==> src/rtl/sdam_gen2.sv <==
// Serial address/data deserializer: frames sampled on scl are framing-checked
// and good frames are pushed into a DEPTH-entry FIFO drained by valid/ready.
//
// state  | meaning
// S_IDLE | waiting for a start bit (sda low)
// S_ADDR | shifting in ADDR_W address bits
// S_DATA | shifting in DATA_W data bits
// S_PAR  | sampling the even-parity bit
// S_STOP | sampling the stop bit; push, frame_err or ovf decided here
module sdam_gen2 #(
    parameter int ADDR_W    = 8,
    parameter int DATA_W    = 16,
    parameter int DEPTH     = 4,
    parameter int PARITY_EN = 1,
    parameter int MSB_FIRST = 0
) (
    input  logic                         scl,
    input  logic                         reset,
    input  logic                         sda,
    input  logic                         out_ready,
    output logic                         out_valid,
    output logic [ADDR_W-1:0]            out_addr,
    output logic [DATA_W-1:0]            out_data,
    output logic                         frame_err,
    output logic                         ovf,
    output logic [$clog2(DEPTH+1)-1:0]   level
);

    localparam int MAX_W = (ADDR_W > DATA_W) ? ADDR_W : DATA_W;
    localparam int CNT_W = $clog2(MAX_W + 1);
    localparam int PTR_W = $clog2(DEPTH);
    localparam int LVL_W = $clog2(DEPTH + 1);
    localparam int ENT_W = ADDR_W + DATA_W;

    localparam logic [CNT_W-1:0]  ADDR_LAST = CNT_W'(ADDR_W - 1);
    localparam logic [CNT_W-1:0]  DATA_LAST = CNT_W'(DATA_W - 1);
    localparam logic [LVL_W-1:0]  LVL_FULL  = LVL_W'(DEPTH);
    localparam logic [ADDR_W-1:0] ADDR_ONE  = ADDR_W'(1);
    localparam logic [ADDR_W-1:0] ADDR_TOP  = ADDR_ONE << (ADDR_W - 1);
    localparam logic [DATA_W-1:0] DATA_ONE  = DATA_W'(1);
    localparam logic [DATA_W-1:0] DATA_TOP  = DATA_ONE << (DATA_W - 1);

    typedef enum logic [2:0] {
        S_IDLE,
        S_ADDR,
        S_DATA,
        S_PAR,
        S_STOP
    } state_t;

    state_t             state_q, state_d;
    logic [CNT_W-1:0]   cnt_q, cnt_d;
    logic [ADDR_W-1:0]  addr_q, addr_d;
    logic [DATA_W-1:0]  data_q, data_d;
    logic               par_q, par_d;
    logic               frame_err_q, frame_err_d;
    logic               ovf_q, ovf_d;
    logic [PTR_W-1:0]   wr_ptr_q, wr_ptr_d;
    logic [PTR_W-1:0]   rd_ptr_q, rd_ptr_d;
    logic [LVL_W-1:0]   level_q, level_d;
    logic [ENT_W-1:0]   mem_q [DEPTH];
    logic [ENT_W-1:0]   mem_d [DEPTH];

    logic               push;
    logic               pop;
    logic               writable;
    logic               good;
    logic [ADDR_W-1:0]  addr_bit;
    logic [DATA_W-1:0]  data_bit;

    assign pop      = (level_q != '0) && out_ready;
    assign writable = (level_q != LVL_FULL) || pop;

    // One-hot mask selecting where the current serial bit lands in each field.
    assign addr_bit = (MSB_FIRST != 0) ? (ADDR_TOP >> cnt_q) : (ADDR_ONE << cnt_q);
    assign data_bit = (MSB_FIRST != 0) ? (DATA_TOP >> cnt_q) : (DATA_ONE << cnt_q);

    always_comb begin
        state_d     = state_q;
        cnt_d       = cnt_q;
        addr_d      = addr_q;
        data_d      = data_q;
        par_d       = par_q;
        frame_err_d = 1'b0;
        ovf_d       = 1'b0;
        push        = 1'b0;
        good        = 1'b0;
        case (state_q)
            S_IDLE: begin
                if (!sda) begin
                    state_d = S_ADDR;
                    cnt_d   = '0;
                    par_d   = 1'b0;
                end
            end
            S_ADDR: begin
                addr_d = sda ? (addr_q | addr_bit) : (addr_q & ~addr_bit);
                par_d  = par_q ^ sda;
                if (cnt_q == ADDR_LAST) begin
                    state_d = S_DATA;
                    cnt_d   = '0;
                end else begin
                    cnt_d = cnt_q + CNT_W'(1);
                end
            end
            S_DATA: begin
                data_d = sda ? (data_q | data_bit) : (data_q & ~data_bit);
                par_d  = par_q ^ sda;
                if (cnt_q == DATA_LAST) begin
                    state_d = (PARITY_EN != 0) ? S_PAR : S_STOP;
                    cnt_d   = '0;
                end else begin
                    cnt_d = cnt_q + CNT_W'(1);
                end
            end
            S_PAR: begin
                par_d   = par_q ^ sda;
                state_d = S_STOP;
                cnt_d   = '0;
            end
            S_STOP: begin
                state_d = S_IDLE;
                cnt_d   = '0;
                good    = sda && ((PARITY_EN == 0) || !par_q);
                if (!good) begin
                    frame_err_d = 1'b1;
                end else if (writable) begin
                    push = 1'b1;
                end else begin
                    ovf_d = 1'b1;
                end
            end
            default: begin
                state_d = S_IDLE;
                cnt_d   = '0;
            end
        endcase
    end

    always_comb begin
        mem_d    = mem_q;
        wr_ptr_d = wr_ptr_q;
        rd_ptr_d = rd_ptr_q;
        level_d  = level_q;
        if (push) begin
            mem_d[wr_ptr_q] = {addr_q, data_q};
            wr_ptr_d        = wr_ptr_q + PTR_W'(1);
        end
        if (pop) begin
            rd_ptr_d = rd_ptr_q + PTR_W'(1);
        end
        if (push && !pop) begin
            level_d = level_q + LVL_W'(1);
        end else if (pop && !push) begin
            level_d = level_q - LVL_W'(1);
        end
    end

    always_ff @(posedge scl or posedge reset) begin
        if (reset) begin
            state_q     <= S_IDLE;
            cnt_q       <= '0;
            addr_q      <= '0;
            data_q      <= '0;
            par_q       <= 1'b0;
            frame_err_q <= 1'b0;
            ovf_q       <= 1'b0;
            wr_ptr_q    <= '0;
            rd_ptr_q    <= '0;
            level_q     <= '0;
            mem_q       <= '{default: '0};
        end else begin
            state_q     <= state_d;
            cnt_q       <= cnt_d;
            addr_q      <= addr_d;
            data_q      <= data_d;
            par_q       <= par_d;
            frame_err_q <= frame_err_d;
            ovf_q       <= ovf_d;
            wr_ptr_q    <= wr_ptr_d;
            rd_ptr_q    <= rd_ptr_d;
            level_q     <= level_d;
            mem_q       <= mem_d;
        end
    end

    assign out_valid             = (level_q != '0);
    assign {out_addr, out_data}  = mem_q[rd_ptr_q];
    assign frame_err             = frame_err_q;
    assign ovf                   = ovf_q;
    assign level                 = level_q;

endmodule

==> config.mk <==
export PLATFORM = sky130hd
export DESIGN_NAME = sdam_gen2
export DESIGN_NICKNAME = d
export VERILOG_FILES = /design/src/rtl/sdam_gen2.sv
export SDC_FILE = /design/constraint.sdc
export NUM_CORES = 1
export LEC_CHECK = 0
export BUFFER_PORTS_ARGS = -buffer_cell sky130_fd_sc_hd__buf_2
export CAP_MARGIN = 20
export CORE_MARGIN = 2
export CORE_UTILIZATION = 55
export CTS_BUF_LIST = sky130_fd_sc_hd__clkbuf_8
export CTS_CLUSTER_SIZE = 16
export DETAILED_ROUTE_END_ITERATION = 8
export GPL_TIMING_DRIVEN = 0
export HOLD_SLACK_MARGIN = 0.02
export PLACE_DENSITY_LB_ADDON = 0.08
export SYNTH_ARGS = -nofsm -noshare
export SYNTH_HDL_FRONTEND = slang
export SYNTH_SLANG_ARGS = --single-unit
==> constraint.sdc <==
create_clock -name scl -period 4.2 [get_ports scl]
set_clock_uncertainty 0.1 [all_clocks]
set_input_delay 0.21 -clock scl [delete_from_list [all_inputs] [get_ports scl]]
set_output_delay 0.21 -clock scl [all_outputs]
set_load 0.03 [all_outputs]
Yosys cells after proc, flatten, opt, wreduce, memory -nomap -nowiden
Index checks and enable logic that the tools add are counted.
{"block": "word_totals", "word_cells": 87, "in_bits": 4, "register_bits": 138, "out_inout_bits": 30}
{"block": "classes", "reduce_logical": 16, "n_eq_ne": 10, "mux": 28, "add_sub_neg": 5, "n_bitwise": 9, "n_lt_le_gt_ge": 3, "n_shift": 2}
{"operator": "$bwmux 96", "n": 1}
{"operator": "$mux 24", "n": 3}
{"operator": "$bmux 24 s2", "n": 1}
{"operator": "$demux 24 s2", "n": 1}
{"operator": "$and 16x16->16", "n": 1}
{"operator": "$mux 16", "n": 1}
{"operator": "$not 16->16", "n": 1}
{"operator": "$or 16x16->16", "n": 1}
{"operator": "$shl 1x5->16 const A", "n": 1}
{"operator": "$mux 3", "n": 5}
{"operator": "$mux 5", "n": 3}
{"operator": "$pmux 5 s3", "n": 1}
{"operator": "$pmux 3 s4", "n": 1}
{"operator": "$mux 1", "n": 9}
{"operator": "$and 8x8->8", "n": 1}
{"operator": "$mux 8", "n": 1}
{"operator": "$not 8->8", "n": 1}
{"operator": "$or 8x8->8", "n": 1}
{"operator": "$shl 1x5->8 const A", "n": 1}
{"operator": "$eq 3x2->1 const B", "n": 2}
{"operator": "$ge 3x3->1 const B", "n": 2}
{"operator": "$ne 2x2->1 const B", "n": 3}
{"operator": "$not 2->3", "n": 2}
{"operator": "$add 5x1->5 const B", "n": 1}
{"operator": "20 further kinds", "n": 28}

Longest topological paths before layout
{"block": "depth", "depth_word": 10, "mapped_depth": 10, "depth_no_buf": 9}

Worst setup path before layout
OpenSTA, ideal clock, no wires.
{"block": "synth_path", "path_type": "register to register", "start": "register level_q[1], in the netlist level[1]", "end": "register level_q[2], in the netlist level[2]", "setup_slack_ns": 1.779, "required_time_ns": 4.020, "arrival_ns": 2.241, "n_path_buf": 0, "period_less_slack_ns": 2.421, "stages_incl_launch_ff": 9, "setup_ns": 0.080, "cell_sequence": "dfrtp_1 -> or3_1 -> nand2_1 -> ha_1 -> inv_1 -> fa_1 -> xor2_1 -> nor2_1 -> xor2_1"}
{"block": "synth_between", "elab_chain_len": 9, "elab_cells_between_ends": 16, "classes_between": "add/sub (2); eq/ne (1); mux (5); reduce/logical (8)"}
{"item": "start, declared", "line": "60", "rtl": "logic [LVL_W-1:0] level_q, level_d;"}
{"item": "start signal, assigned", "line": "182", "rtl": "level_q <= level_d;"}
{"item": "$reduce_bool 3->1 *"}
{"item": "via out_valid", "line": "21", "rtl": "output logic out_valid,"}
{"item": "$logic_and 1x1->1 *", "line": "71", "rtl": "assign pop = (level_q != '0) && out_ready;"}
{"item": "$logic_or 1x1->1", "line": "72", "rtl": "assign writable = (level_q != LVL_FULL) || pop;"}
{"item": "$mux 1", "line": "127", "rtl": "end else if (writable) begin"}
{"item": "$mux 1", "line": "125", "rtl": "if (!good) begin"}
{"item": "$mux 1", "line": "88", "rtl": "case (state_q)"}
{"item": "$logic_not 1->1", "line": "154", "rtl": "end else if (pop && !push) begin"}
{"item": "$logic_and 1x1->1", "line": "154"}
{"item": "$reduce_bool 2->1 (no line)"}
The timed path passes the listed nets; every way through them passes the cells marked *. The select of a mux whose other input is x is not followed.
A chain may end at the register's enable or synchronous reset.

Final worst setup path
{"block": "layout_path", "start": "register rd_ptr_q[1]", "end": "output out_addr[0]"}
{"block": "layout_between", "elab_chain_len": 4}
{"item": "start, declared", "line": "59", "rtl": "logic [PTR_W-1:0] rd_ptr_q, rd_ptr_d;"}
{"item": "start signal, assigned", "line": "181", "rtl": "rd_ptr_q <= rd_ptr_d;"}
{"item": "$not 2->3 (not written as such)", "line": "188", "rtl": "assign {out_addr, out_data} = mem_q[rd_ptr_q];"}
{"item": "$bmux 24 s2", "line": "188"}
{"item": "$mux 24 (not written as such) (2 in a row)", "line": "188"}
{"item": "end, declared", "line": "22", "rtl": "output logic [ADDR_W-1:0] out_addr,"}
No other way between the ends. The select of a mux whose other input is x is not followed.

==> results.toml <==
[floorplanning]
die_h_um = 115
fp.dieArea_um2 = 13200
start_util_pct = 56.2
core_um2 = 12000
num_io_pins = 34
rows = 40
die_x_um = 115

[power_and_ir_drop]
power.internal_mw = 2.50
swShare_pct = 33.5
p_seq_share_pct = 45.4
power_frac_comb_pct = 28.6
power.leakage_nw = 3.81
power_density_nw_per_um2 = 500
p_sw_mw = 1.26
peakVddDrop_mv = 0.352
clock_power_share_pct = 26.1

[logic_synthesis]
syn-cell-area_um2 = 6750
post-synth-top-area-cell = "dfrtp_1"
synth_ff_type = "dfrtp_1"
synth_nets = 445
syn_avg_cell_area_um2 = 15.8
synth_top_area_share_pct = 51.2
synth_edf_count = 0
ys_seq_elements = 138
yosysSeqAreaShare_pct = 51.2
ys_types = 43
syn_inst = 426
async_reset_ff_share_pct = 100
synthTopCellsByArea = "dfrtp_1, mux2_4, mux4_2"
synth_warnings = 0

[critical_path]
crit_end = "out_addr[0]"
crit_start = "rd_ptr_q[1]$_DFFE_PP0P_"
worstPathRequired_ns = 3.89
critPathMaxFanout = 10
reg2reg_depth = 7
critPathLaunchType = "flop"
cp.arrival_ns = 2.40
worstReg2RegStart = "level[1]$_DFFE_PP0P_"
reg2reg_slack_ns = 1.72
worstSetupPathType = "reg -> out"
endpoint_kind = "primary output"
timing.rr.end = "level[1]$_DFFE_PP0P_"

[run_status]
outcome = "complete, no violations"

[detailed_routing]
wl_per_cell_um = 19.3
vias = 3541
first_iter_violations = 185
via_per_inst = 5.53
ant_nets = 0
dr.pass1.iters = 4
routed_wl_mm = 12.4
drcViolationCount = 0

[timing]
fin_crit_sh_pct = 64.4
finalSetupTns_ns = 0
worst_slack_ns = 1.49
slew_headroom_pct = 47.6
finalWorstPathRequiredPeriod_ns = 2.71
finalMaxSlewViolations = 0
fmax_mhz = 369
finalSetupViolations = 0
rsz0062_at_grt = "false"
hold_viol = 0
worst_pin_slew_ns = 0.786

[cts]
clkTransAtPathRegs_ns = 0.07
hold_buffers = 2
numCtsBuffers = 17
cts_root_buffer = "clkbuf_8"
cts_setup_buffers = 0
post_cts_resized = 0
cts.sinks = 138
cts_max_level = 4
insertion_delay_ns = 0.44
clock_path_buffers = 2
cts_tree = "done"

[global_route]
first_global_vias = 3873
grt_max_degree = 102
antenna_found_initial = 0
overflow = 0
grt_first_pass_wirelength_mm = 20.8
track_usage_pct = 21.1

[placed_design]
port_buffers = 33
place_ws_ns = 1.71
place_hpwl_mm = 8.14
gp_congestion = 0.858

[cells_and_area]
synthToLayoutAreaGrowth_pct = 11.3
diodes = 0
fin_nets = 500
utilization_pct = 62.5
drive_above_1_share_pct = 45.0

[worst_hold_path]
hp-class = "in -> reg"

[flow_run]
maxCapViolations = 0
## final cells by class
class,instances,area [µm²]
flip-flops and latches,138,3450
multi-input cells,255,3050
inverters,12,50.0
fillers,927,4510
well taps,147,184
repair buffers,36,213
clock inverters,11,82.6
clock buffers,20,275
plain buffers,21,198
## power by group through the flow
stage	clock network [mW]	logic [mW]	registers [mW]
floorplan	0	0.832	1.70
global placement	0	1.06	1.72
detailed placement	0	1.09	1.73
CTS	1.01	1.09	1.70
global route	1.07	1.17	1.73
finish	0.979	1.07	1.70
## cell families after synthesis
logic type                 Yosys count  share of synthesized area [%]
muxes                              145                           32.8
and+or+nand+nor                     75                           7.49
AOI/OAI and AO/OA                   14                           1.22
DFF                                138                           51.2
buffers and inverters               33                           3.60
xor gates and xnor gates             6                          0.779
adders and majority gates           15                           2.89
## per-stage QoR
stage	power, mW	hold WS [ns]	instance area (µm²)	instances
final	3.75	0.128	7510	640
after detailed placement	2.81	0.127	7130	607
after global routing	3.98	0.0993	7510	640
after global placement	2.78	0.381	7100	606
after floorplan	2.53	0.260	6750	426
after CTS	3.80	0.0655	7510	640
## metal layers
metal / wire length (µm) / up-vias / GRT usage [%] / part of all wire (%)
met5: 0 / - / 0 / 0
met3: 361 / 9 / 5.90 / 2.9
met1: 6000 / 1851 / 29.4 / 49
met4: 121 / 0 / 6.10 / 0.98
li1: - / 1639 / - / -
met2: 5880 / 42 / 32.9 / 48
## cell usage after synthesis, types with 2 or more instances
cell type    n
nor4b_4      2
nand4_1      5
xnor2_1      4
ha_1        14
buf_8        8
nand2_8      4
mux4_2      24
nand3_1      8
dfrtp_1    138
mux2_4      83
clkbuf_1     6
and2_1       5
buf_2        4
mux2_2      27
nand3_2      3
nor2_1      16
o21ai_0      5
mux2_1      11
inv_1       12
xor2_1       2
nor2b_1      3
a21oi_1      5
nand2_1     17
## critical path, cell delays in order, from the launching register on
cell	delay [ns]
dfrtp_1	0.32
clkbuf_1	0.36
buf_1	0.65
mux4_2	0.42
buf_2	0.20
## worst min path at each step
stage / from / endpoint / slack, ns / cells past startpoint
2_1_floorplan: sda / flop / 0.26 / 1
3_3_place_gp: mem_q[44]$_DFFE_PP0P_ / mem_q[44]$_DFFE_PP0P_ / 0.38 / 1
3_5_place_dp: reset / level[1]$_DFFE_PP0P_ / 0.13 / 2
4_1_cts: sda / flop / 0.07 / 2
5_1_grt: sda / flop / 0.1 / 2
6_report: sda / flop / 0.13 / 2
## cell usage in the layout, fill, tap and decap left out, drive strengths merged, types with 4 or more instances in the layout
cell    netlist  routed
xnor2         4       4
dfrtp       138     138
nand2        21      21
nor2         17      17
inv          12      16
mux4         24      24
mux2        121     121
o21ai         5       5
nand3        11      11
and2          6       6
buf          15      49
clkbuf        6      26
a21oi         5       5
ha           14      14
nand4         5       5
Note: power is estimated with default switching activity, not from simulation.
